File: src/rtl/if_id_stage_reg.sv
// IF/ID pipeline register: valid/ready handshake, 2-entry skid buffer, synchronous flush.
// Optional stall-cycle counter output enabled by defining IF_ID_STALL_CNT_EN.
module if_id_stage_reg #(
  parameter int              PC_W      = 32,
  parameter int              IR_W      = 32,
  parameter logic [PC_W-1:0] RESET_PC  = '0,
  parameter logic [IR_W-1:0] NOP_INSTR = '0
) (
  input  logic            clk,
  input  logic            rst,
  input  logic            flush,
  input  logic            in_valid,
  output logic            in_ready,
  input  logic [PC_W-1:0] in_pc,
  input  logic [IR_W-1:0] in_ir,
  output logic            out_valid,
  input  logic            out_ready,
  output logic [PC_W-1:0] out_pc,
  output logic [IR_W-1:0] out_ir,
`ifdef IF_ID_STALL_CNT_EN
  output logic [15:0]     stall_count,
`endif
  output logic [1:0]      dbg_state
);

  typedef enum logic [1:0] {
    ST_EMPTY = 2'd0,
    ST_BUSY  = 2'd1,
    ST_FULL  = 2'd2
  } state_t;

  state_t          r_state;
  state_t          w_next_state;
  logic [PC_W-1:0] r_main_pc;
  logic [IR_W-1:0] r_main_ir;
  logic [PC_W-1:0] r_skid_pc;
  logic [IR_W-1:0] r_skid_ir;

  logic w_in_fire;
  logic w_out_fire;
  logic w_load_main_in;
  logic w_load_main_skid;
  logic w_load_skid;
  logic w_clear_ir;

  // Handshake: a transfer happens on a rising edge where valid & ready are both
  // high; ready is decoded from registered state only, never from out_ready.
  assign in_ready   = (r_state != ST_FULL);
  assign out_valid  = (r_state != ST_EMPTY);
  assign w_in_fire  = in_valid & in_ready;
  assign w_out_fire = out_valid & out_ready;
  assign out_pc     = r_main_pc;
  assign out_ir     = r_main_ir;
  assign dbg_state  = r_state;

  always_ff @(posedge clk or posedge rst) begin
    if (rst) begin
      r_state <= ST_EMPTY;
    end else begin
      r_state <= w_next_state;
    end
  end

  always_comb begin
    w_next_state     = r_state;
    w_load_main_in   = 1'b0;
    w_load_main_skid = 1'b0;
    w_load_skid      = 1'b0;
    w_clear_ir       = 1'b0;
    if (flush) begin
      // Redirect wins over both handshakes; the offered input is dropped.
      w_next_state = ST_EMPTY;
      w_clear_ir   = 1'b1;
    end else begin
      case (r_state)
        ST_EMPTY: begin
          if (w_in_fire) begin
            w_next_state   = ST_BUSY;
            w_load_main_in = 1'b1;
          end
        end
        ST_BUSY: begin
          if (w_in_fire && w_out_fire) begin
            w_load_main_in = 1'b1;
          end else if (w_in_fire) begin
            w_next_state = ST_FULL;
            w_load_skid  = 1'b1;
          end else if (w_out_fire) begin
            w_next_state = ST_EMPTY;
          end
        end
        ST_FULL: begin
          if (w_out_fire) begin
            w_next_state     = ST_BUSY;
            w_load_main_skid = 1'b1;
          end
        end
        default: begin
          w_next_state = ST_EMPTY;
        end
      endcase
    end
  end

  always_ff @(posedge clk or posedge rst) begin
    if (rst) begin
      r_main_pc <= RESET_PC;
      r_main_ir <= NOP_INSTR;
      r_skid_pc <= '0;
      r_skid_ir <= '0;
    end else begin
      if (w_clear_ir) begin
        r_main_ir <= NOP_INSTR;
      end else if (w_load_main_in) begin
        r_main_pc <= in_pc;
        r_main_ir <= in_ir;
      end else if (w_load_main_skid) begin
        r_main_pc <= r_skid_pc;
        r_main_ir <= r_skid_ir;
      end
      if (w_load_skid) begin
        r_skid_pc <= in_pc;
        r_skid_ir <= in_ir;
      end
    end
  end

`ifdef IF_ID_STALL_CNT_EN
  logic [15:0] r_stall_count;

  // Saturating; flush deliberately leaves it alone.
  always_ff @(posedge clk or posedge rst) begin
    if (rst) begin
      r_stall_count <= '0;
    end else if (out_valid && !out_ready && (r_stall_count != 16'hFFFF)) begin
      r_stall_count <= r_stall_count + 16'd1;
    end
  end

  assign stall_count = r_stall_count;
`endif

endmodule

File: config.mk
export PLATFORM = sky130hd
export DESIGN_NAME = if_id_stage_reg
export DESIGN_NICKNAME = d
export VERILOG_FILES = /design/src/rtl/if_id_stage_reg.sv
export SDC_FILE = /design/constraint.sdc
export NUM_CORES = 1
export LEC_CHECK = 0
export BUFFER_PORTS_ARGS = -buffer_cell sky130_fd_sc_hd__buf_4
export CORE_MARGIN = 10
export CORE_UTILIZATION = 49
export DETAILED_ROUTE_END_ITERATION = 16
export PLACE_DENSITY = 0.76
export RECOVER_POWER = 50
export SLEW_MARGIN = 10
export SYNTH_ARGS = -nofsm -noshare
export SYNTH_HDL_FRONTEND = slang
export SYNTH_SLANG_ARGS = --single-unit
File: constraint.sdc
create_clock -name clk -period 4.4 [get_ports clk]
set_input_delay 0.66 -clock clk [delete_from_list [all_inputs] [get_ports clk]]
set_output_delay 0.66 -clock clk [all_outputs]
set_load 0.1 [all_outputs]
Word-level counts from Yosys, hierarchy flattened

Index checks and enable logic that the tools add are counted.

Bitwise gates (word level): 3
Reduce and logical (&&, ||, !) cells: 7
Equality and inequality tests: 7
Mux-type cells: 23

Operator list:

| operator             | number |
|---|---|
| $mux W32             | 5 |
| $mux W2              | 6 |
| $mux W1              | 10 |
| $ne A3 B3 Y1 const B | 3 |
| $pmux W2 S3          | 1 |
| $ne A4 B4 Y1 const B | 1 |
| $reduce_and A4 Y1    | 1 |
| $reduce_bool A2 Y1   | 2 |
| $reduce_bool A3 Y1   | 1 |
| $and A1 B1 Y1        | 2 |
| $eq A2 B1 Y1 const B | 1 |
| $eq A2 B2 Y1 const B | 1 |
| $logic_not A2 Y1     | 1 |
| $ne A2 B2 Y1 const B | 1 |
| $pmux W1 S2          | 1 |
| $reduce_and A2 Y1    | 1 |
| $logic_and A1 B1 Y1  | 1 |
| $not A1 Y1           | 1 |

Word-level logic and storage cells: 45
Output and inout port bits: 68
Register bits: 130

Logic depth before layout (Yosys ltp)

Gate-level depths: netlist of the first run.

Depth in word-level cells: 8
Depth in mapped cells: 5
Depth with buffers taken out: 3

Least setup slack after synthesis of the first run

Ideal clock, no wire load.

Path type: reg2out
From: reg r_state[1], in the netlist dbg_state[1]
To: out in_ready
Data arrival time: 1.835 ns
Slack: 1.905 ns
Path buffers: 0
Stages on the path, launching flop included: 2
Required time: 3.740 ns
Cell sequence: dfrtp_1 -> nand2_1

Longest elaborated chain between the ends: 1

Ends and longest elaborated chain:

| element                | line | text |
|---|---|---|
| from (decl)            | 32   | `state_t r_state;` |
| from (signal assigned) | 60   | `r_state <= w_next_state;` |
| $ne A2 B2 Y1           | 48   | `assign in_ready = (r_state != ST_FULL);` |
| to (decl)              | 13   | `output logic in_ready,` |

Every way passes these cells.

Final worst setup path of the first run

From: in flush
To: reg r_main_pc[28], in the netlist out_pc[28]

Longest elaborated chain between the ends: 3
Elaborated cells between the ends (all ways): 7
Classes of those cells: mux: 4; bitwise: 1; reduce/logical: 2

Ends and longest elaborated chain:

| element                                                           | line | text |
|---|---|---|
| from (decl)                                                       | 11   | `input logic flush,` |
| $mux W1                                                           | 70   | `if (flush) begin` |
| $reduce_bool A2 Y1 (no line) / $not A1 Y1 (equally long branches) | n/a  |  |
| $reduce_and A2 Y1 (no line)                                       | n/a  |  |
| to (signal assigned)                                              | 115  | `r_main_pc <= in_pc;` |
| to (signal assigned)                                              | 118  | `r_main_pc <= r_skid_pc;` |
| to (decl)                                                         | 34   | `logic [PC_W-1:0] r_main_pc;` |

Several ways; a longest one is shown, not always the timed one.
A chain may end at the register's enable or synchronous reset.

==> results of run 1 <==
cell usage in the layout (no fill, tap or decap):
cell type and n:
sky130_fd_sc_hd__clkbuf_8 5, sky130_fd_sc_hd__mux2_2 72, sky130_fd_sc_hd__clkinvlp_4 1, sky130_fd_sc_hd__or3b_2 1, sky130_fd_sc_hd__buf_12 1, sky130_fd_sc_hd__inv_1 3
sky130_fd_sc_hd__clkbuf_16 17, sky130_fd_sc_hd__bufinv_16 1, sky130_fd_sc_hd__nand2_4 1, sky130_fd_sc_hd__o21a_1 1, sky130_fd_sc_hd__clkinv_2 4, sky130_fd_sc_hd__o31ai_1 1
sky130_fd_sc_hd__dfrtp_1 130, sky130_fd_sc_hd__a21oi_1 2, sky130_fd_sc_hd__nor2_1 1, sky130_fd_sc_hd__mux2i_1 2, sky130_fd_sc_hd__nand2_1 2, sky130_fd_sc_hd__clkbuf_1 38
sky130_fd_sc_hd__or2_2 1, sky130_fd_sc_hd__nor2b_1 29, sky130_fd_sc_hd__nor3b_1 1, sky130_fd_sc_hd__buf_4 105, sky130_fd_sc_hd__o21ai_4 1, sky130_fd_sc_hd__mux2_4 118
sky130_fd_sc_hd__o41ai_1 1, sky130_fd_sc_hd__and2b_2 3, sky130_fd_sc_hd__and4bb_4 1
registers in the layout, summed over array words and instances (netlist names):
register,cells
out_pc,32
dbg_state,2
r_skid_pc,32
r_skid_ir,32
out_ir,32
report_power, final:
part	total, uW	switching, uW	internal [uW]
sequential	1590	141	1450
clock	1330	484	844
combinational	1330	863	463
total	4250	1490	2760
cell type report:
| class | instances | area, um^2 |
|---|---|---|
| flip-flops and latches | 130 | 3250 |
| clock buffers | 26 | 509 |
| fillers | 991 | 4770 |
| multi-input cells | 238 | 2920 |
| clock inverters | 5 | 50.0 |
| repair buffers | 140 | 936 |
| well taps | 172 | 215 |
| inverters | 4 | 18.8 |
Yosys cell counts, drive strengths merged:
master	instances	share of area, %
a21oi	2	0.16
and2b	3	0.41
and4bb	1	0.20
buf	21	3.1
clkbuf	2	0.12
dfrtp	130	51
inv	4	0.24
mux2	190	40
mux2i	2	0.31
nand2	3	0.18
nor2	1	0.059
nor2b	29	2.8
nor3b	1	0.12
o21a	1	0.12
o21ai	1	0.14
o31ai	1	0.12
o41ai	1	0.14
or2	1	0.098
or3b	1	0.14
cell families (layout without fill, tap and decap cells):
kind of cell	count (synthesis)	count (layout)	synth area share, %
multiplexers	192	192	40.8
AO/OA/AOI/OAI	6	6	0.667
buffers and inverters	27	175	3.49
flip-flops	130	130	51.0
AND/OR/NAND/NOR	40	40	4.04
per-stage QoR:
step	area (um^2)	cells	setup WS [ps]
6_report	7900	715	1900
5_1_grt	7900	715	1800
3_3_place_gp	7470	684	1450
2_1_floorplan	6380	395	271
3_5_place_dp	7470	684	1440
4_1_cts	8030	715	1890
layer usage:
metal | part of all wire (%) | global-route usage [%] | wire length, um | vias up
li1 | - | - | - | 1666
met1 | 44 | 18.7 | 6030 | 1866
met2 | 47 | 24.9 | 6390 | 101
met3 | 7.3 | 6.31 | 999 | 19
met4 | 1.5 | 5.62 | 201 | 0
met5 | 0 | 0 | 0 | -
worst max-delay path by stage:
stage	slack, ps	endpoint	depth (start not counted)	start
final	1900	out_pc[28]	5	flush
after global placement	1450	out_pc[30]	5	flush
after detailed placement	1440	out_pc[30]	5	flush
after floorplan	270	dbg_state[0]	1	rst
after global routing	1800	out_ir[4]	3	rst
after CTS	1890	out_pc[30]	5	flush
critical path: stages:
cell	delay, ps
sky130_fd_sc_hd__buf_4	230
sky130_fd_sc_hd__and4bb_4	900
sky130_fd_sc_hd__buf_12	360
sky130_fd_sc_hd__mux2_2	370
sky130_fd_sc_hd__mux2_2	260
==> run summary, run 1 <==
### Run status
- finished, violations left — outcome
- capacitance limit, slew limit — violated checks

### CTS
- done — clock tree from TritonCTS
- sky130_fd_sc_hd__clkbuf_16 — root buffer selected by CTS
- 130 — clock sink count
- 0 — Post-CTS Setup Inserts
- 0 — count of instances resized after the clock tree is built
- 2 — worst-case clock buffer depth
- 420 ps — insertion delay of the later-clocked pin in the worst-skew pair
- 17 — total CTS buffers
- 4 — H-tree depth
- 0 — post-cts hold buffer count
- 50 ps — clock transition at the register clock pins on the worst setup and hold paths after CTS

### Placement
- 0.737 — RePlAce Congestion
- 136 — port bufs
- 9250 um — DP Wirelength

### Power
- 0.00385 uW — LEAKAGE
- 4250 uW — post-layout power
- 537 nW/um^2 — PD cells
- 0.000267 V — maximum resistive drop on vdd

### Drt
- 5.11 — number of vias per cell
- 0 — detailed-route DRC error count
- 13600 um — DRT Wirelength
- 4 — iteration count of the initial detailed-routing pass
- 0 — ANT nets after route
- 3652 — total number of vias
- 210 — First DRT Iteration DRCs
- 19.1 um — routed length per instance

### Worst setup path
- register — endpoint type of the worst setup path
- 1990 ps — setup slack of the most critical reg-to-reg path
- out_pc[28] — end of the worst register-to-register path
- input port — startpoint kind of the worst setup timing path
- 35 — highest net fanout along the worst path
- 4700 ps — data required time at the worst endpoint
- 4 — worst-case reg-to-reg path depth
- 2800 ps — Critical Path AT
- dbg_state[1] — Crit Reg-Reg Startpoint
- in2reg — CP Class

### Synthesis
- 395 — Gate Count Post-Synth
- 16.1 um^2 — Synth Area per Inst
- 130 — flops & latches, synth
- 51.0% — sequential share of the synthesized area
- 0 — Synth warnings
- 464 — post-synthesis net count
- 23 — synth unique cells
- 6380 um^2 — post-synthesis cell area

### STA
- -47.4% — tightest slew margin relative to the limit
- 0 — Setup Viol. Count Final
- 56.9% — fin crit share
- 400 MHz — Achievable Freq
- 7.37 ps — worst setup skew after layout
- 481 ps — final hold slack
- 0 — final hold violations
- 105 — max-slew violation total from the final report
- 2210 ps — slew at the pin with the worst max-slew slack
- 2500 ps — minimum clock period
- no — unrepaired setup endpoints after global routing
- 0 ps — Total Neg Setup Slack

### Finish
- 600 — final net count
- 61.1% — layout cell share with drive strength beyond 1
- 23.9% — Area Growth Syn to Fin
- 62.4% — final core occ
- 0 — Antenna Diode Count

### Floorplan
- 50.3% — Starting Density
- 41 — Std-Cell Rows
- 134 um — die boundary width
- 18000 um^2 — full die area
- 137 — # IOs
- 12700 um^2 — CORE AREA
- 134 um — Die Ht

### Global route
- 105 — pin count of the biggest net entering global routing
- 22300 um — global-route wire length before repair
- 0 — number of antenna violations at the first check in global routing
- 0 — remaining global-route overflow
- 4204 — via count of the first global-routing pass
- 15.6% — global-route usage over all layers

### Min path
- out_pc[6] — Hold Crit Endpoint
- in2reg — path category of the worst min-delay check
- 2 — hold path depth
- in_pc[6] — worst hold path startpoint

### Run
- 1 — number of maximum-capacitance violations

(Power assumes the default switching activity.)
==> inputs of run 2 (changes only) <==
- CORE_UTILIZATION: 49 -> 55
- PLACE_DENSITY: 0.76 -> 0.8
- clock period: 4.4 -> 2.42 ns (I/O delays scaled with it)
==> run summary, run 2 (synthesis results as in run 1) <==
### Run status
- finished, violations left — outcome, unchanged
- capacitance limit, slew limit — violated checks, unchanged

### Finish
- 796 — number of fill cells in the layout, was 991
- 24.2% — Area Growth Syn to Fin, was 23.9%
- 61.4% — layout cell share with drive strength beyond 1, was 61.1%
- 692 — non-filler cells in the finished layout, was 715
- 2920 um^2 — multi-input logic area, about the same
- sky130_fd_sc_hd__dfrtp_1 — most common library cell in the layout ignoring fill and taps, unchanged
- sky130_fd_sc_hd__dfrtp_1 (130), sky130_fd_sc_hd__mux2_4 (118), sky130_fd_sc_hd__buf_4 (107) — commonest cells after routing, fill and taps aside, was sky130_fd_sc_hd__dfrtp_1 (130), sky130_fd_sc_hd__mux2_4 (118), sky130_fd_sc_hd__buf_4 (105)
- 0 — Antenna Diode Count, unchanged
- 605 — final net count, was 600
- 3250 um^2 — area of all sequential standard cells, unchanged

### CTS
- 60 ps — clock transition at the register clock pins on the worst setup and hold paths after CTS, was 50 ps
- 17 — total CTS buffers, unchanged
- 2 — worst-case clock buffer depth, unchanged
- 130 — clock sink count, unchanged
- 4 — H-tree depth, unchanged
- 0 — post-cts hold buffer count, unchanged
- 0 — Post-CTS Setup Inserts, unchanged
- 410 ps — insertion delay of the later-clocked pin in the worst-skew pair, was 420 ps
- sky130_fd_sc_hd__clkbuf_16 — root buffer selected by CTS, unchanged
- 0 — count of instances resized after the clock tree is built, unchanged
- done — clock tree from TritonCTS, unchanged

### STA
- 1720 ps — slew at the pin with the worst max-slew slack, was 2210 ps
- 83.5% — fin crit share
- 131 — max-slew violation total from the final report, was 105
- 5.84 ps — worst setup skew after layout, was 7.37 ps
- no — unrepaired setup endpoints after global routing, unchanged
- -14.5% — tightest slew margin relative to the limit, was -47.4%
- 0 ps — Total Neg Setup Slack, unchanged
- 2020 ps — minimum clock period
- 0 — Setup Viol. Count Final, unchanged
- 398 ps — final setup slack of the worst path, was 1900 ps
- 495 MHz — Achievable Freq
- 0 — final hold violations, unchanged

### Power
- 5000 uW — internal portion of total power, was 2760 uW
- 31.3% — combinational power share, was 31.2%
- 0.00387 uW — LEAKAGE, was 0.00385 uW
- 37.7% — part of the power in registers, was 37.5%
- 973 nW/um^2 — PD cells, was 537 nW/um^2
- 2700 uW — switching power of the nets, was 1490 uW
- 0.000756 V — maximum resistive drop on vdd, was 0.000267 V
- 31.0% — Clock power frac, was 31.3%
- 35.1% — switching share of power, was 35.0%

### Placement
- 389 ps — pre-CTS setup slack, was 1440 ps
- 0.760 — RePlAce Congestion, was 0.737
- 660 — placed cell count, was 684
- 9340 um — DP Wirelength, was 9250 um
- 136 — port bufs, unchanged

### Global route
- 0 — number of antenna violations at the first check in global routing, unchanged
- 4253 — via count of the first global-routing pass, was 4204
- 22300 um — global-route wire length before repair, about the same
- 17.1% — global-route usage over all layers, was 15.6%
- 0 — remaining global-route overflow, unchanged
- 131 — pin count of the biggest net entering global routing, was 105

### Min path
- in_ir[18] — worst hold path startpoint, was in_pc[6]
- 2 — hold path depth, unchanged
- in2reg — path category of the worst min-delay check, unchanged
- out_ir[18] — Hold Crit Endpoint, was out_pc[6]

### Drt
- 5.31 — number of vias per cell, was 5.11
- 13700 um — DRT Wirelength, was 13600 um
- 184 — First DRT Iteration DRCs, was 210
- 19.8 um — routed length per instance, was 19.1 um
- 3674 — total number of vias, was 3652
- 0 — detailed-route DRC error count, unchanged
- 4 — iteration count of the initial detailed-routing pass, unchanged
- 0 — ANT nets after route, unchanged

### Floorplan
- 128 um — Die Ht, was 134 um
- 128 um — die boundary width, was 134 um
- 16300 um^2 — full die area, was 18000 um^2
- 39 — Std-Cell Rows, was 41
- 11400 um^2 — CORE AREA, was 12700 um^2
- 137 — # IOs, unchanged
- 56.1% — Starting Density, was 50.3%

### Worst setup path
- 1 — combined buffer and inverter count along the critical path, was 2
- register — endpoint type of the worst setup path, unchanged
- r_skid_pc[0] — end of the worst register-to-register path, was out_pc[28]
- nor3b_1 -> nand2_2 -> buf_4 -> mux2_2 — CP Cell Sequence, was buf_4 -> and4bb_4 -> buf_12 -> mux2_2 -> mux2_2
- 4 — worst-case reg-to-reg path depth, unchanged
- sky130_fd_sc_hd__nor3b_1 — critical-path cell with the highest stage delay, was sky130_fd_sc_hd__and4bb_4
- simple AND/OR/NAND/NOR gates — critical path's top delay family, unchanged
- 400 ps — setup slack of the most critical reg-to-reg path, was 1990 ps
- dbg_state[1] — Crit Reg-Reg Startpoint, unchanged
- 55 — highest net fanout along the worst path, was 35
- register — startpoint kind of the worst setup timing path, was input port
- reg2reg — CP Class, was in2reg
- 510 ps — delay of the slowest cell on the worst path, was 900 ps
- 2710 ps — data required time at the worst endpoint, was 4700 ps
- 2310 ps — Critical Path AT, was 2800 ps

### Run
- 1 — number of maximum-capacitance violations, unchanged

==> run 2: how the worst max path moves through the flow <==
stage / start / endpoint / cells past startpoint / slack (ps)
floorplan: dbg_state[1] / dbg_state[1] / 2 / 50
finish: dbg_state[1] / r_skid_pc[0] / 4 / 400
global route: dbg_state[1] / r_skid_ir[3] / 4 / 330
CTS: dbg_state[1] / r_skid_ir[19] / 4 / 420
detailed placement: flush / out_pc[27] / 5 / 390
global placement: flush / out_pc[23] / 5 / 410
==> run 2: final cells by class <==
cell class,instances,share of cell area (%)
clock buffers,27,6.35
clock inverters,5,0.632
inverters,4,0.205
multi-input cells,238,36.8
flip-flops and latches,130,41.1
well taps,143,2.26
repair buffers,145,12.7
==> run 2: power groups by stage <==
stage / Clock, uW / Combinational, uW / Sequential (uW)
finish: 2390 / 2410 / 2900
global route: 2530 / 2530 / 2960
CTS: 2430 / 2520 / 2910
detailed placement: 0 / 2510 / 2940
global placement: 0 / 2450 / 2900
floorplan: 0 / 851 / 4000
==> run 2: through the flow <==
step / power [uW] / hold slack, ps / area (um^2) / utilization (%)
5_1_grt: 8030 / 170 / 7920 / 69.7
2_1_floorplan: 4850 / 465 / 6380 / -
3_5_place_dp: 5440 / 495 / 7510 / 66.0
6_report: 7700 / 193 / 7920 / 69.7
4_1_cts: 7860 / 173 / 8060 / 70.9
3_3_place_gp: 5350 / 481 / 7510 / 66.0
==> run 2: per-layer routing <==
| layer | track usage (%) | wire length (um) | up-vias | share of wire, % |
|---|---|---|---|---|
| li1 | - | - | 1672 | - |
| met1 | 21.7 | 6100 | 1892 | 45 |
| met2 | 25.8 | 6470 | 103 | 47 |
| met3 | 7.82 | 1040 | 7 | 7.6 |
| met4 | 4.77 | 72 | 0 | 0.53 |
| met5 | 0 | 0 | - | 0 |
==> inputs of run 3 (changes only) <==
- clock period: 2.42 -> 2.1 ns (I/O delays scaled with it)
==> run summary, run 3 (synthesis results as in run 1) <==
### Run status
- completed — outcome, was finished, violations left

### Floorplan
- 56.1% — Starting Density, unchanged
- 11400 um^2 — CORE AREA, unchanged
- 137 — # IOs, unchanged
- 128 um — die boundary width, unchanged
- 128 um — Die Ht, unchanged
- 39 — Std-Cell Rows, unchanged
- 16300 um^2 — full die area, unchanged

### Placement
- 662 — placed cell count, was 660
- 136 — port bufs, unchanged
- 0.834 — RePlAce Congestion, was 0.760
- 9490 um — DP Wirelength, was 9340 um

### Finish
- sky130_fd_sc_hd__dfrtp_1 (129), sky130_fd_sc_hd__mux2_4 (118), sky130_fd_sc_hd__buf_4 (106) — commonest cells after routing, fill and taps aside, was sky130_fd_sc_hd__dfrtp_1 (130), sky130_fd_sc_hd__mux2_4 (118), sky130_fd_sc_hd__buf_4 (107)
- 608 — final net count, was 605
- 695 — non-filler cells in the finished layout, was 692
- sky130_fd_sc_hd__dfrtp_1 — most common library cell in the layout ignoring fill and taps, unchanged
- 67.9% — layout cell share with drive strength beyond 1, was 61.4%
- 26.1% — Area Growth Syn to Fin, was 24.2%
- 0 — Antenna Diode Count, unchanged

### Power
- 31.4% — combinational power share, was 31.3%
- 37.1% — part of the power in registers, was 37.7%
- 0.00401 uW — LEAKAGE, was 0.00387 uW
- 34.9% — switching share of power, was 35.1%
- 1120 nW/um^2 — PD cells, was 973 nW/um^2
- 0.00105 V — maximum resistive drop on vdd, was 0.000756 V
- 9010 uW — post-layout power, was 7700 uW
- 5870 uW — internal portion of total power, was 5000 uW
- 3150 uW — switching power of the nets, was 2700 uW
- 31.5% — Clock power frac, was 31.0%

### Drt
- 0 — detailed-route DRC error count, unchanged
- 5.38 — number of vias per cell, was 5.31
- 4 — iteration count of the initial detailed-routing pass, unchanged
- 20.1 um — routed length per instance, was 19.8 um
- 14000 um — DRT Wirelength, was 13700 um
- 3742 — total number of vias, was 3674
- 0 — ANT nets after route, unchanged
- 252 — First DRT Iteration DRCs, was 184

### CTS
- 0 — Post-CTS Setup Inserts, unchanged
- 17 — total CTS buffers, unchanged
- 2 — worst-case clock buffer depth, unchanged
- sky130_fd_sc_hd__clkbuf_16 — root buffer selected by CTS, unchanged
- 410 ps — insertion delay of the later-clocked pin in the worst-skew pair, about the same
- 130 — clock sink count, unchanged
- 4 — H-tree depth, unchanged
- 60 ps — clock transition at the register clock pins on the worst setup and hold paths after CTS, about the same
- done — clock tree from TritonCTS, unchanged
- 0 — count of instances resized after the clock tree is built, unchanged

### Worst setup path
- register — endpoint type of the worst setup path, unchanged
- sky130_fd_sc_hd__dfrtp_2 — critical-path cell with the highest stage delay, was sky130_fd_sc_hd__nor3b_1
- 170 ps — setup slack of the most critical reg-to-reg path, was 400 ps
- reg2reg — CP Class, unchanged
- nor3b_1 -> o21ai_4 -> buf_4 -> mux2_4 — CP Cell Sequence, was nor3b_1 -> nand2_2 -> buf_4 -> mux2_2
- 460 ps — delay of the slowest cell on the worst path, was 510 ps
- register — startpoint kind of the worst setup timing path, unchanged
- dbg_state[1] — Crit Reg-Reg Startpoint, unchanged
- out_pc[0] — end of the worst register-to-register path, was r_skid_pc[0]
- 14 — highest net fanout along the worst path, was 55
- 2230 ps — Critical Path AT, was 2310 ps
- 2400 ps — data required time at the worst endpoint, was 2710 ps
- 4 — worst-case reg-to-reg path depth, unchanged

### STA
- 7.35 ps — worst setup skew after layout, was 5.84 ps
- 0 — final hold violations, unchanged
- 0 ps — Total Neg Setup Slack, unchanged
- 1930 ps — minimum clock period, was 2020 ps
- 0 — max-slew violation total from the final report, was 131
- 92.1% — fin crit share, was 83.5%
- 48.9% — tightest slew margin relative to the limit, was -14.5%
- 517 MHz — Achievable Freq, was 495 MHz
- no — unrepaired setup endpoints after global routing, unchanged
- 762 ps — slew at the pin with the worst max-slew slack, was 1720 ps
- 0 — Setup Viol. Count Final, unchanged

### Min path
- in2reg — path category of the worst min-delay check, unchanged
- 2 — hold path depth, unchanged
- in_pc[2] — worst hold path startpoint, was in_ir[18]
- out_pc[2] — Hold Crit Endpoint, was out_ir[18]

### Run
- 0 — number of maximum-capacitance violations, was 1

### Global route
- 22800 um — global-route wire length before repair, was 22300 um
- 0 — remaining global-route overflow, unchanged
- 0 — number of antenna violations at the first check in global routing, unchanged
- 4277 — via count of the first global-routing pass, was 4253
- 17.6% — global-route usage over all layers, was 17.1%
- 73 — pin count of the biggest net entering global routing, was 131

## run 3: repair_timing
item                       CTS  global route
hold buffers                 1             0
setup endpoints to repair    0             0
hold endpoints to repair    13             0
## run 3: through the flow
step	hold slack, ps	setup WS (ps)	util (%)	instance area (um^2)
after floorplan	413	36.5	-	6390
after global placement	339	218	66.5	7560
after detailed placement	343	168	66.5	7560
after CTS	121	167	71.6	8150
after global routing	125	52.0	70.8	8050
final	135	166	70.8	8050
## run 3: layout make-up
cell class                 count  area [um^2]
clock buffer                  28          527
clock inverter                 4         45.0
fill                         775         3320
inverter                       4         16.3
multi-input combinational    238         2920
sequential                   130         3250
tap                          143          179
timing repair buffer         148         1110
## run 3: metal layers
layer  global-route usage, %  vias to the layer above  share of wire, %
li1                        -                     1681                 -
met1                    22.4                     1933                44
met2                    26.6                      110                47
met3                    6.87                       18               7.6
met4                    6.36                        0               1.5
met5                       0                        -                 0
## run 3: worst max-delay path by stage
stage | cells past startpoint | from | slack [ps] | endpoint
detailed placement | 4 | dbg_state[1] | 170 | out_pc[4]
finish | 4 | dbg_state[1] | 170 | out_pc[0]
floorplan | 1 | rst | 40 | dbg_state[0]
CTS | 4 | dbg_state[1] | 170 | out_pc[6]
global placement | 4 | dbg_state[1] | 220 | out_pc[15]
global route | 4 | dbg_state[1] | 50 | out_pc[6]
## run 3: power groups by stage
stage | clock network, uW | registers [uW] | logic [uW]
6_report | 2840 | 3350 | 2830
5_1_grt | 3000 | 3410 | 2960
4_1_cts | 2880 | 3350 | 2920
3_5_place_dp | 0 | 3380 | 2910
3_3_place_gp | 0 | 3330 | 2840
2_1_floorplan | 0 | 4610 | 981
## run 3: worst max-delay path, delay by kind of cell, from the launching register on
| family | cells | cell delay [ps] |
|---|---|---|
| buffers and inverters | 1 | 300 |
| flip-flops | 1 | 460 |
| multiplexers | 1 | 320 |
| AND/OR/NAND/NOR | 1 | 460 |
| AO/OA/AOI/OAI | 1 | 270 |
